## src/rtl/hex_ascii_tx_streamer.sv

```systemverilog
// hex_ascii_tx_streamer
// Prints a DATA_W-bit result word as uppercase ASCII hex digits, most
// significant nibble first, followed by CR LF. Bytes leave through a
// registered valid/ready handshake so the UART can stall the stream.
// Optional build macro: HEX_TX_LEADING_ZERO_SUPPRESS_EN -- when defined,
// leading zero digits are skipped (a zero value still prints "0").
module hex_ascii_tx_streamer #(
    parameter int DATA_W = 16
) (
    input  logic              clk_i,
    input  logic              rst_i,
    input  logic [DATA_W-1:0] data_in_i,
    input  logic              start_i,
    output logic              busy_o,
    output logic [7:0]        tx_data_o,
    output logic              tx_valid_o,
    input  logic              tx_ready_i
);

    localparam int NIB   = DATA_W / 4;
    localparam int CNT_W = $clog2(NIB + 1);

    typedef enum logic [1:0] {
        S_IDLE,
        S_DIGIT,
        S_CR,
        S_LF
    } state_t;

    state_t            state_q, state_d;
    logic [CNT_W-1:0]  cnt_q, cnt_d;
    logic [DATA_W-1:0] shift_q, shift_d;
    logic [7:0]        tx_data_q, tx_data_d;
    logic              tx_valid_q, tx_valid_d;
    logic              busy_q, busy_d;

    logic [DATA_W-1:0] aligned;
    logic [CNT_W-1:0]  load_cnt;
    logic [DATA_W-1:0] shl;
    logic              xfer;

    // Nibble to uppercase ASCII hex character.
    function automatic logic [7:0] hex_char(input logic [3:0] n);
        if (n < 4'd10) begin
            return 8'h30 + {4'h0, n};
        end
        return 8'h37 + {4'h0, n};
    endfunction

`ifdef HEX_TX_LEADING_ZERO_SUPPRESS_EN
    // Priority-encode the most significant nonzero nibble and pre-align the word to it.
    always_comb begin
        int lz;
        lz = NIB - 1;
        for (int i = 0; i < NIB; i++) begin
            if (data_in_i[4*i +: 4] != 4'h0) begin
                lz = NIB - 1 - i;
            end
        end
        aligned  = data_in_i << (4 * lz);
        load_cnt = CNT_W'(NIB - lz);
    end
`else
    // Every digit is printed, zeros included.
    always_comb begin
        aligned  = data_in_i;
        load_cnt = CNT_W'(NIB);
    end
`endif

    assign xfer = tx_valid_q && tx_ready_i;
    assign shl  = shift_q << 4;

    // Next-state and next-output logic; everything holds unless a byte transfers.
    always_comb begin
        state_d    = state_q;
        cnt_d      = cnt_q;
        shift_d    = shift_q;
        tx_data_d  = tx_data_q;
        tx_valid_d = tx_valid_q;
        busy_d     = busy_q;
        case (state_q)
            S_IDLE: begin
                if (start_i) begin
                    shift_d    = aligned;
                    cnt_d      = load_cnt;
                    tx_data_d  = hex_char(aligned[DATA_W-1 -: 4]);
                    tx_valid_d = 1'b1;
                    busy_d     = 1'b1;
                    state_d    = S_DIGIT;
                end
            end
            S_DIGIT: begin
                if (xfer) begin
                    if (cnt_q == CNT_W'(1)) begin
                        cnt_d     = '0;
                        tx_data_d = 8'h0D;
                        state_d   = S_CR;
                    end else begin
                        shift_d   = shl;
                        cnt_d     = cnt_q - CNT_W'(1);
                        tx_data_d = hex_char(shl[DATA_W-1 -: 4]);
                    end
                end
            end
            S_CR: begin
                if (xfer) begin
                    tx_data_d = 8'h0A;
                    state_d   = S_LF;
                end
            end
            S_LF: begin
                if (xfer) begin
                    tx_data_d  = 8'h00;
                    tx_valid_d = 1'b0;
                    busy_d     = 1'b0;
                    state_d    = S_IDLE;
                end
            end
            default: begin
                state_d = S_IDLE;
            end
        endcase
    end

    // State and output registers; reset abandons any partial line at once.
    always_ff @(posedge clk_i or posedge rst_i) begin
        if (rst_i) begin
            state_q    <= S_IDLE;
            cnt_q      <= '0;
            shift_q    <= '0;
            tx_data_q  <= 8'h00;
            tx_valid_q <= 1'b0;
            busy_q     <= 1'b0;
        end else begin
            state_q    <= state_d;
            cnt_q      <= cnt_d;
            shift_q    <= shift_d;
            tx_data_q  <= tx_data_d;
            tx_valid_q <= tx_valid_d;
            busy_q     <= busy_d;
        end
    end

    assign busy_o     = busy_q;
    assign tx_data_o  = tx_data_q;
    assign tx_valid_o = tx_valid_q;

endmodule

```

## config.mk

```make
export PLATFORM = sky130hd
export DESIGN_NAME = hex_ascii_tx_streamer
export DESIGN_NICKNAME = d
export VERILOG_FILES = /design/src/rtl/hex_ascii_tx_streamer.sv
export SDC_FILE = /design/constraint.sdc
export NUM_CORES = 1
export LEC_CHECK = 0
export ABC_AREA = 0
export BUFFER_PORTS_ARGS = -buffer_cell sky130_fd_sc_hd__buf_2
export CORE_UTILIZATION = 35
export DETAILED_ROUTE_END_ITERATION = 7
export SLEW_MARGIN = 30
export SYNTH_ARGS = -nofsm -noshare
export SYNTH_HDL_FRONTEND = slang
export SYNTH_SLANG_ARGS = --single-unit
```

## constraint.sdc

```tcl
create_clock -name clk_i -period 2.28 [get_ports clk_i]
set_input_delay 0.114 -clock clk_i [delete_from_list [all_inputs] [get_ports clk_i]]
set_output_delay 0.114 -clock clk_i [all_outputs]
set_load 0.01 [all_outputs]
```

# [Word-level counts from Yosys, hierarchy flattened]
# Cells that the tools add are included.
[word_totals] register_bits=26 latchBits=0 ramBits=0 mem_bits_ro=0 wordCells=65 mem_count=0
[op_classes] addsub=5 mul=0 div=0 order_cmp=2 n_eq_ne=10 shifts=0 muxes=34 n_bitwise=0 n_reduce_logical=9
[ops] cell="8-bit 2-to-1 mux" count=9
[ops] cell="12-bit 2-to-1 mux" count=3
[ops] cell="8-bit one-hot mux with 4 select lines" count=1
[ops] cell="6-bit by 4-bit adder with 7-bit output (first input constant)" count=4
[ops] cell="12-bit one-hot mux with 2 select lines" count=1
[ops] cell="2-bit inequality test (second input constant)" count=6
[ops] cell="2-bit 2-to-1 mux" count=5
[ops] cell="1-bit 2-to-1 mux" count=9
[ops] cell="3-bit 2-to-1 mux" count=3
[ops] cell="4-bit less-than comparator (second input constant)" count=2
[ops] cell="2-bit one-hot mux with 4 select lines" count=1
[ops] cell="4-bit AND reduction" count=2
[ops] cell="3-bit one-hot mux with 2 select lines" count=1
[ops] cell="3-bit AND reduction" count=2
[ops] cell="5-bit AND reduction" count=1
[ops] cell="2-bit equality test (second input constant)" count=2
[ops] cell="2-bit nonzero test" count=2
[ops] cell="3-bit by 1-bit equality test with 1-bit output (second input constant)" count=1
[ops] cell="3-bit by 1-bit subtractor with 3-bit output (second input constant)" count=1
[ops] cell="2-bit by 1-bit equality test with 1-bit output (second input constant)" count=1
[ops] cell="2-bit logical NOT" count=1
[ops] cell="1-bit one-hot mux with 2 select lines" count=1
[ops] cell="1-bit logical AND" count=1

# [Depth between registers and ports, before layout]
# Gate-level depths: netlist of the first run.
[depth] depth_word=9 depth_mapped=8 depth_no_buf=6

# [Worst setup path after synthesis of the first run]
# OpenSTA, ideal clock, no wires.
[synth_path] kind="flip-flop to flip-flop" startpoint="register state_q[0]" endpoint="register tx_data_q[3], in the netlist tx_data_o[3]" setup_ps=125 arrival_time_ps=1556 path_slack_ps=599 stages_incl_launch_ff=5 path_buffers=0 path_cell_list="dfrtp_1 ha_1 or3_4 a21oi_4 mux2_2"
[synth_between] elab_chain_cells=3
[synth_lines] element="start, declared" line_no="30" source="state_t state_q, state_d;"
[synth_lines] element="start signal, assigned" line_no="136" source="state_q <= state_d;"
[synth_lines] element="2-bit by 1-bit equality test with 1-bit output (tied with other cells)" line_no="82" source="case (state_q)"
[synth_lines] element="2-bit inequality test (no source line)"
[synth_lines] element="4-bit AND reduction (no source line)"
[synth_lines] element="end signal, assigned" line_no="139" source="tx_data_q <= tx_data_d;"
[synth_lines] element="end, declared" line_no="33" source="logic [7:0] tx_data_q, tx_data_d;"
# Parallel ways exist; a longest one is shown, timed or not.
# A chain may end at the register's enable or synchronous reset.

# [Worst setup path in the final report of the first run]
[layout_path] startpoint="register state_q[1]" endpoint="register shift_q[5]"
[layout_between] elab_chain_cells=3
[layout_lines] element="2-bit by 1-bit equality test with 1-bit output or 2-bit logical NOT (tied branches)" line_no="82"
[layout_lines] element="2-bit inequality test (no source line) or 2-bit nonzero test (tied branches)"
[layout_lines] element="4-bit AND reduction (no source line)"
[layout_lines] element="end signal, assigned" line_no="138" source="shift_q <= shift_d;"
[layout_lines] element="end, declared" line_no="32" source="logic [DATA_W-1:0] shift_q, shift_d;"
# Parallel ways exist; a longest one is shown, timed or not.

==> impl_metrics.yaml, run 1 <==
logic_synthesis:
  ys_warn_count: 0
  post_synth_num_cell_types: 34
  synth-seq-cells: 25
  synth.top_cell.area_share_pct: 42.6
  syn-cell-area_um2: 1470
  synth_edf_count: 0
  syn_avg_cell_area_um2: 9.23
  synth_largest_area_cell: "dfrtp_1"
  ys_seq_area_share_pct: 42.6
  synthArstFlopShare_pct: 100
  syn_nets: 187
  synth-main-ff-cell: "dfrtp_1"
  syn_inst: 159
  synth_area_leaders: "dfrtp_1 (43%), ha_1 (6.8%), mux2i_1 (6.1%)"
route:
  drc: 0
  ant_nets: 0
  wire_per_inst_um: 12.1
  via_per_inst: 5.00
  via_count: 1184
  first_pass_iters: 4
  wl_um: 2860
  drtIter0Drc: 52
critical_path:
  end_kind: "flip-flop"
  rr_worst_depth: 6
  worstReg2RegStart: "state_q[1]"
  path_max_fanout: 20
  cp-start-kind: "flip-flop"
  max_stage_delay_ps: 430
  critPathLaunch: "state_q[1]"
  slowest_stage: "nor2b_1"
  crit_type: "flip-flop to flip-flop"
  cp_data_arrival_time_ps: 2180
  crit_chain: "inv_1, ha_1, nor2b_1, a221o_1, buf_4, o21ai_0"
  cp.required_ps: 2430
timing:
  min_period_ps: 2030
  finalSetupTns_ps: 0
  timing.slew.headroom_pct: 65.6
  rsz0062_at_grt: "false"
  hold_viol: 0
  clock_skew_ps: 6.99
  setup_viol: 0
  fmax_mhz: 493
  worst_slew_pin_slew_ps: 515
  drv_slew: 0
  fin_crit_sh_pct: 89.0
floorplan:
  rows: 23
  die_h_um: 66.8
  ios: 30
  die_w_um: 66.8
  core_um2: 4000
  dieArea_um2: 4460
  initial_core_util_pct: 36.7
global_routing:
  grt_max_degree: 26
  antenna_found_initial: 0
  grt_pass1_wl_um: 5090
  grt.total_usage_pct: 15.1
  grt-ovfl-total: 0
  grt_pass1_vias: 1140
hold_path:
  hold_path.startpoint: "data_in_i[0]"
  hold_depth: 2
  hold_class: "input port to flip-flop"
power_and_ir_drop:
  vdd_drop_max_mv: 0.215
  pwr_density_cell_nw_per_um2: 466
  p_leak_nw: 0.755
cts:
  postCtsSetupRepairBufs: 0
  cts.clk_slew.worst_paths_ps: 90
  postCtsHoldBufs: 0
  htreeDepth: 1
  cts-resized-gates: 0
  clock-sinks: 25
  clk_latency_ps: 270
  clockBufferDepth: 2
  cts_tree: "done"
  cts_buffers: 3
  cts-root-buf: "clkbuf_8"
run:
  max_cap_violations: 0
placed_design:
  placed_area_um2: 1640
  io_buffers: 28
  dpl.hpwl_um: 2180
  place_congestion: 0.740
finish:
  layout.nets: 216
  area_growth_pct: 15.6
  antenna_cells: 0
  drive_above_1_share_pct: 22.5
  design_area_um2: 1700
run_status:
  status: "finished, final reports clean"
## through the flow
step / setup slack [ps] / power, mW / util (%) / hold WS, ps / cells
2_1_floorplan: 599 / 0.504 / - / 141 / 159
3_3_place_gp: 427 / 0.533 / 41.0 / 331 / 232
3_5_place_dp: 301 / 0.535 / 41.0 / 333 / 232
4_1_cts: 275 / 0.796 / 42.2 / 51.5 / 236
5_1_grt: 61.7 / 0.830 / 42.4 / 59.5 / 237
6_report: 251 / 0.790 / 42.4 / 59.9 / 237
## Yosys cell counts, types with 2 or more instances
master and number:
dfrtp_1 25, nand2_1 18, o21ai_0 18, inv_1 12
nor2_1 10, mux2i_1 9, a21oi_1 8, ha_1 8
nor2b_1 6, a22o_1 5, a31oi_1 5, nand3_1 4
buf_2 3, buf_4 3, a21boi_0 2, a31o_2 2
nand2b_1 2, o21ai_1 2, xnor2_1 2
## metal layers
layer	routed length [um]	share of wire (%)	global-route usage, %
met1	1410	49	19.2
met2	1330	47	25.6
met3	96	3.4	2.05
met4	23	0.80	5.59
met5	0	0	0
## logic make-up (layout without fill, tap and decap cells)
group / count (synthesis) / after routing / synth area share, %
AND/OR/NAND/NOR: 45 / 45 / 14.8
XOR/XNOR: 2 / 2 / 1.19
flip-flops: 25 / 25 / 42.6
AO/OA/AOI/OAI: 48 / 48 / 20.7
other: 1 / 1 / 0.256
buffers and inverters: 20 / 48 / 6.65
multiplexers: 10 / 10 / 6.91
adder cells (fa/ha/maj): 8 / 8 / 6.82
## final timing paths
kind,endpoint,slack (ps)
max in group asynchronous,tx_data_o[0],1520
worst max-delay path,shift_q[5],250
worst max register to register,shift_q[5],250
worst min-delay path,shift_q[0],60
worst min register to register,shift_q[4],490
min in group asynchronous,shift_q[1],420
## where the power goes
part / leakage (nW) / internal (mW) / switching, mW / total, mW
clock: 0.0255 / 0.122 / 0.141 / 0.264
combinational: 0.438 / 0.0304 / 0.0361 / 0.0665
sequential: 0.292 / 0.452 / 0.00799 / 0.460
total: 0.755 / 0.604 / 0.186 / 0.790
## sequential cells by signal (all words and copies together), names as in the netlist
register	flops
state_q	2
tx_data_o	7
shift_q	12
busy_o	1
cnt_q	3
## worst max-delay path, delay by kind of cell (launching register included)
family / cells / cell delay [ps]
flops: 1 / 420
compound gates: 2 / 310
fa+ha+maj: 1 / 420
buf+inv: 2 / 330
simple gates: 1 / 430
## final cells by class
cell class,count,area (um^2)
Clock buffer,3,41.3
Clock inverter,1,5.00
Fill cell,414,2300
Inverter,12,45.0
Multi-Input combinational cell,114,744
Sequential cell,25,626
Tap cell,50,62.6
Timing Repair Buffer,32,173
## placed cells by master (no fill, tap or decap), drive strengths merged
| master | synthesis | final |
|---|---|---|
| a22o | 5 | 5 |
| dlygate4sd3 | 0 | 1 |
| ha | 8 | 8 |
| xnor2 | 2 | 2 |
| conb | 1 | 1 |
| dfrtp | 25 | 25 |
| o21ai | 20 | 20 |
| buf | 7 | 31 |
| o31ai | 1 | 1 |
| inv | 12 | 12 |
| a311oi | 1 | 1 |
| a21boi | 2 | 2 |
| a221o | 1 | 1 |
| nor2b | 6 | 6 |
| nand2b | 2 | 2 |
| clkinv | 0 | 1 |
| nand2 | 18 | 18 |
| nor2 | 10 | 10 |
| a21oi | 9 | 9 |
| nor3b | 1 | 1 |
| o22ai | 1 | 1 |
| a31o | 2 | 2 |
| mux2i | 9 | 9 |
| a31oi | 5 | 5 |
| or3 | 1 | 1 |
| a22oi | 1 | 1 |
| nand4 | 1 | 1 |
| nand3 | 5 | 5 |
| clkbuf | 1 | 3 |
| nand3b | 1 | 1 |
| mux2 | 1 | 1 |
(Power assumes the default switching activity.)
==> run 2, diff against run 1 <==
--- a/config.mk
+++ b/config.mk
@@ -9,6 +9,7 @@
 export BUFFER_PORTS_ARGS = -buffer_cell sky130_fd_sc_hd__buf_2
 export CORE_UTILIZATION = 35
 export DETAILED_ROUTE_END_ITERATION = 7
+export RECOVER_POWER = 25
 export SLEW_MARGIN = 30
 export SYNTH_ARGS = -nofsm -noshare
 export SYNTH_HDL_FRONTEND = slang
==> constraint.sdc (replaced) <==
create_clock -name clk_i -period 1.9 [get_ports clk_i]
set_input_delay 0.095 -clock clk_i [delete_from_list [all_inputs] [get_ports clk_i]]
set_output_delay 0.095 -clock clk_i [all_outputs]
set_load 0.01 [all_outputs]
==> impl_metrics.yaml, run 2 (synthesis gave the netlist of run 1 again) <==
run_status:
  status: "finished, final reports clean"
placed_design:
  placed_area_um2: 1680
  dpl.hpwl_um: 2280
  place_congestion: 0.765
  io_buffers: 28
  placedCellCount: 235
finish:
  layout_commonest_cell: "buf_2"
  area_growth_pct: 18.5
  regMostFlops: "shift_q"
  design_area_um2: 1740
  stdcell_count: 241
  antenna_cells: 0
  layout.nets: 220
  n_fill_cell: 410
  drive_above_1_share_pct: 23.0
  largest_register_ff_count: 12
  final_cell_mix: "buf_2 (28), dfrtp_1 (25), nand2_1 (18), o21ai_0 (18), inv_1 (12)"
route:
  wl_um: 3090
  dr_wl_met3_um: 118
  drc: 0
  wl_met1_um: 1480
  ant_nets: 0
  via_count: 1215
  via_per_inst: 5.04
  top_layer: "met4"
  wire_per_inst_um: 12.8
  wl_met2_um: 1470
  first_pass_iters: 3
  drtIter0Drc: 42
cts:
  clockBufferDepth: 2
  htreeDepth: 1
  clock-sinks: 25
  cts_buffers: 3
  cts-root-buf: "clkbuf_8"
  clk_latency_ps: 270
  cts_tree: "done"
  cts.clk_slew.worst_paths_ps: 90
critical_path:
  crit_type: "flip-flop to flip-flop"
  rr_worst_depth: 5
  crit_chain: "inv_1, ha_1, or3_4, a21oi_4, mux2_2"
  path_max_fanout: 6
  slowest_stage: "or3_4"
  r2r_setup_slack_ps: 80
  cp-start-kind: "flip-flop"
  worstReg2RegStart: "state_q[1]"
  r2r_end: "tx_data_o[3]"
  max_stage_delay_ps: 400
  cp_data_arrival_time_ps: 1980
  cp.required_ps: 2060
  end_kind: "flip-flop"
power_and_ir_drop:
  p_leak_nw: 0.782
  vdd_drop_max_mv: 0.290
  pwr_density_cell_nw_per_um2: 549
global_routing:
  grt_pass1_vias: 1158
  antenna_found_initial: 0
  grt.total_usage_pct: 15.4
  grt_max_degree: 26
  grt-ovfl-total: 0
  grt_pass1_wl_um: 5200
floorplan:
  rows: 23
  die_h_um: 66.8
  die_w_um: 66.8
  ios: 30
  initial_core_util_pct: 36.7
  dieArea_um2: 4460
  core_um2: 4000
timing:
  hold_viol: 0
  finalSetupTns_ps: 0
  clock_skew_ps: 6.32
  min_period_ps: 1820
  setup_viol: 0
  drv_slew: 0
  timing.slew.headroom_pct: 56.7
  fin_crit_sh_pct: 95.8
  worst_slew_pin_slew_ps: 649
  fmax_mhz: 549
hold_path:
  hold_path_end: "shift_q[1]"
  hold_class: "input port to flip-flop"
  hold_path.startpoint: "data_in_i[1]"
  hold_depth: 2
run:
  max_cap_violations: 0
-- run 2: area by class of cell --
| type | instances | area [um^2] | area share (%) |
|---|---|---|---|
| clock buffer | 4 | 45.0 | 2.59 |
| inverter | 12 | 45.0 | 2.59 |
| timing repair buffer | 36 | 216 | 12.4 |
| sequential | 25 | 626 | 36.0 |
| multi-input combinational | 114 | 744 | 42.8 |
| tap | 50 | 62.6 | 3.60 |
-- run 2: worst max-delay path, delay by kind of cell (launching register included) --
kind | cells | cell delay (ps)
buf+inv | 1 | 90
flops | 1 | 390
mux | 1 | 360
simple gates | 1 | 400
fa+ha+maj | 1 | 260
compound gates | 1 | 220
-- run 2: timing repair --
item,CTS,global route
setup buffers,0,1
setup endpoints to repair,0,7
hold buffers,1,0
hold endpoints to repair,25,0
gates resized for setup,0,1
-- run 2: worst max path at each step --
| stage | from | endpoint | slack [ps] | depth (start not counted) |
|---|---|---|---|---|
| CTS | state_q[1] | tx_data_o[1] | 20 | 7 |
| detailed placement | state_q[1] | tx_data_o[1] | 40 | 7 |
| global route | state_q[1] | tx_data_o[1] | -1 | 7 |
| global placement | state_q[1] | tx_data_o[3] | 140 | 5 |
| floorplan | state_q[0] | tx_data_o[3] | 220 | 4 |
| finish | state_q[1] | tx_data_o[3] | 80 | 5 |
-- run 2: power breakdown --
group | switching, mW | internal, mW
Sequential | 0.00995 | 0.542
Combinational | 0.0441 | 0.0372
Clock | 0.171 | 0.150
Total | 0.225 | 0.729
-- run 2: metal layers --
layer / vias to the layer above / global-route usage (%)
li1: 615 / -
met1: 574 / 20.0
met2: 24 / 25.8
met3: 2 / 2.91
met4: 0 / 3.99
met5: - / 0
-- run 2: metrics by stage --
step                      hold slack (ps)  util (%)  power, mW  worst slack, ps
after detailed placement              178      41.9      0.645             41.1
after global placement                161      41.9      0.640              140
after floorplan                       122         -      0.605              219
after CTS                            36.7      43.3      0.966             18.9
final                                37.1      43.5      0.954             80.1
after global routing                 41.0      43.5       1.00            -1.42
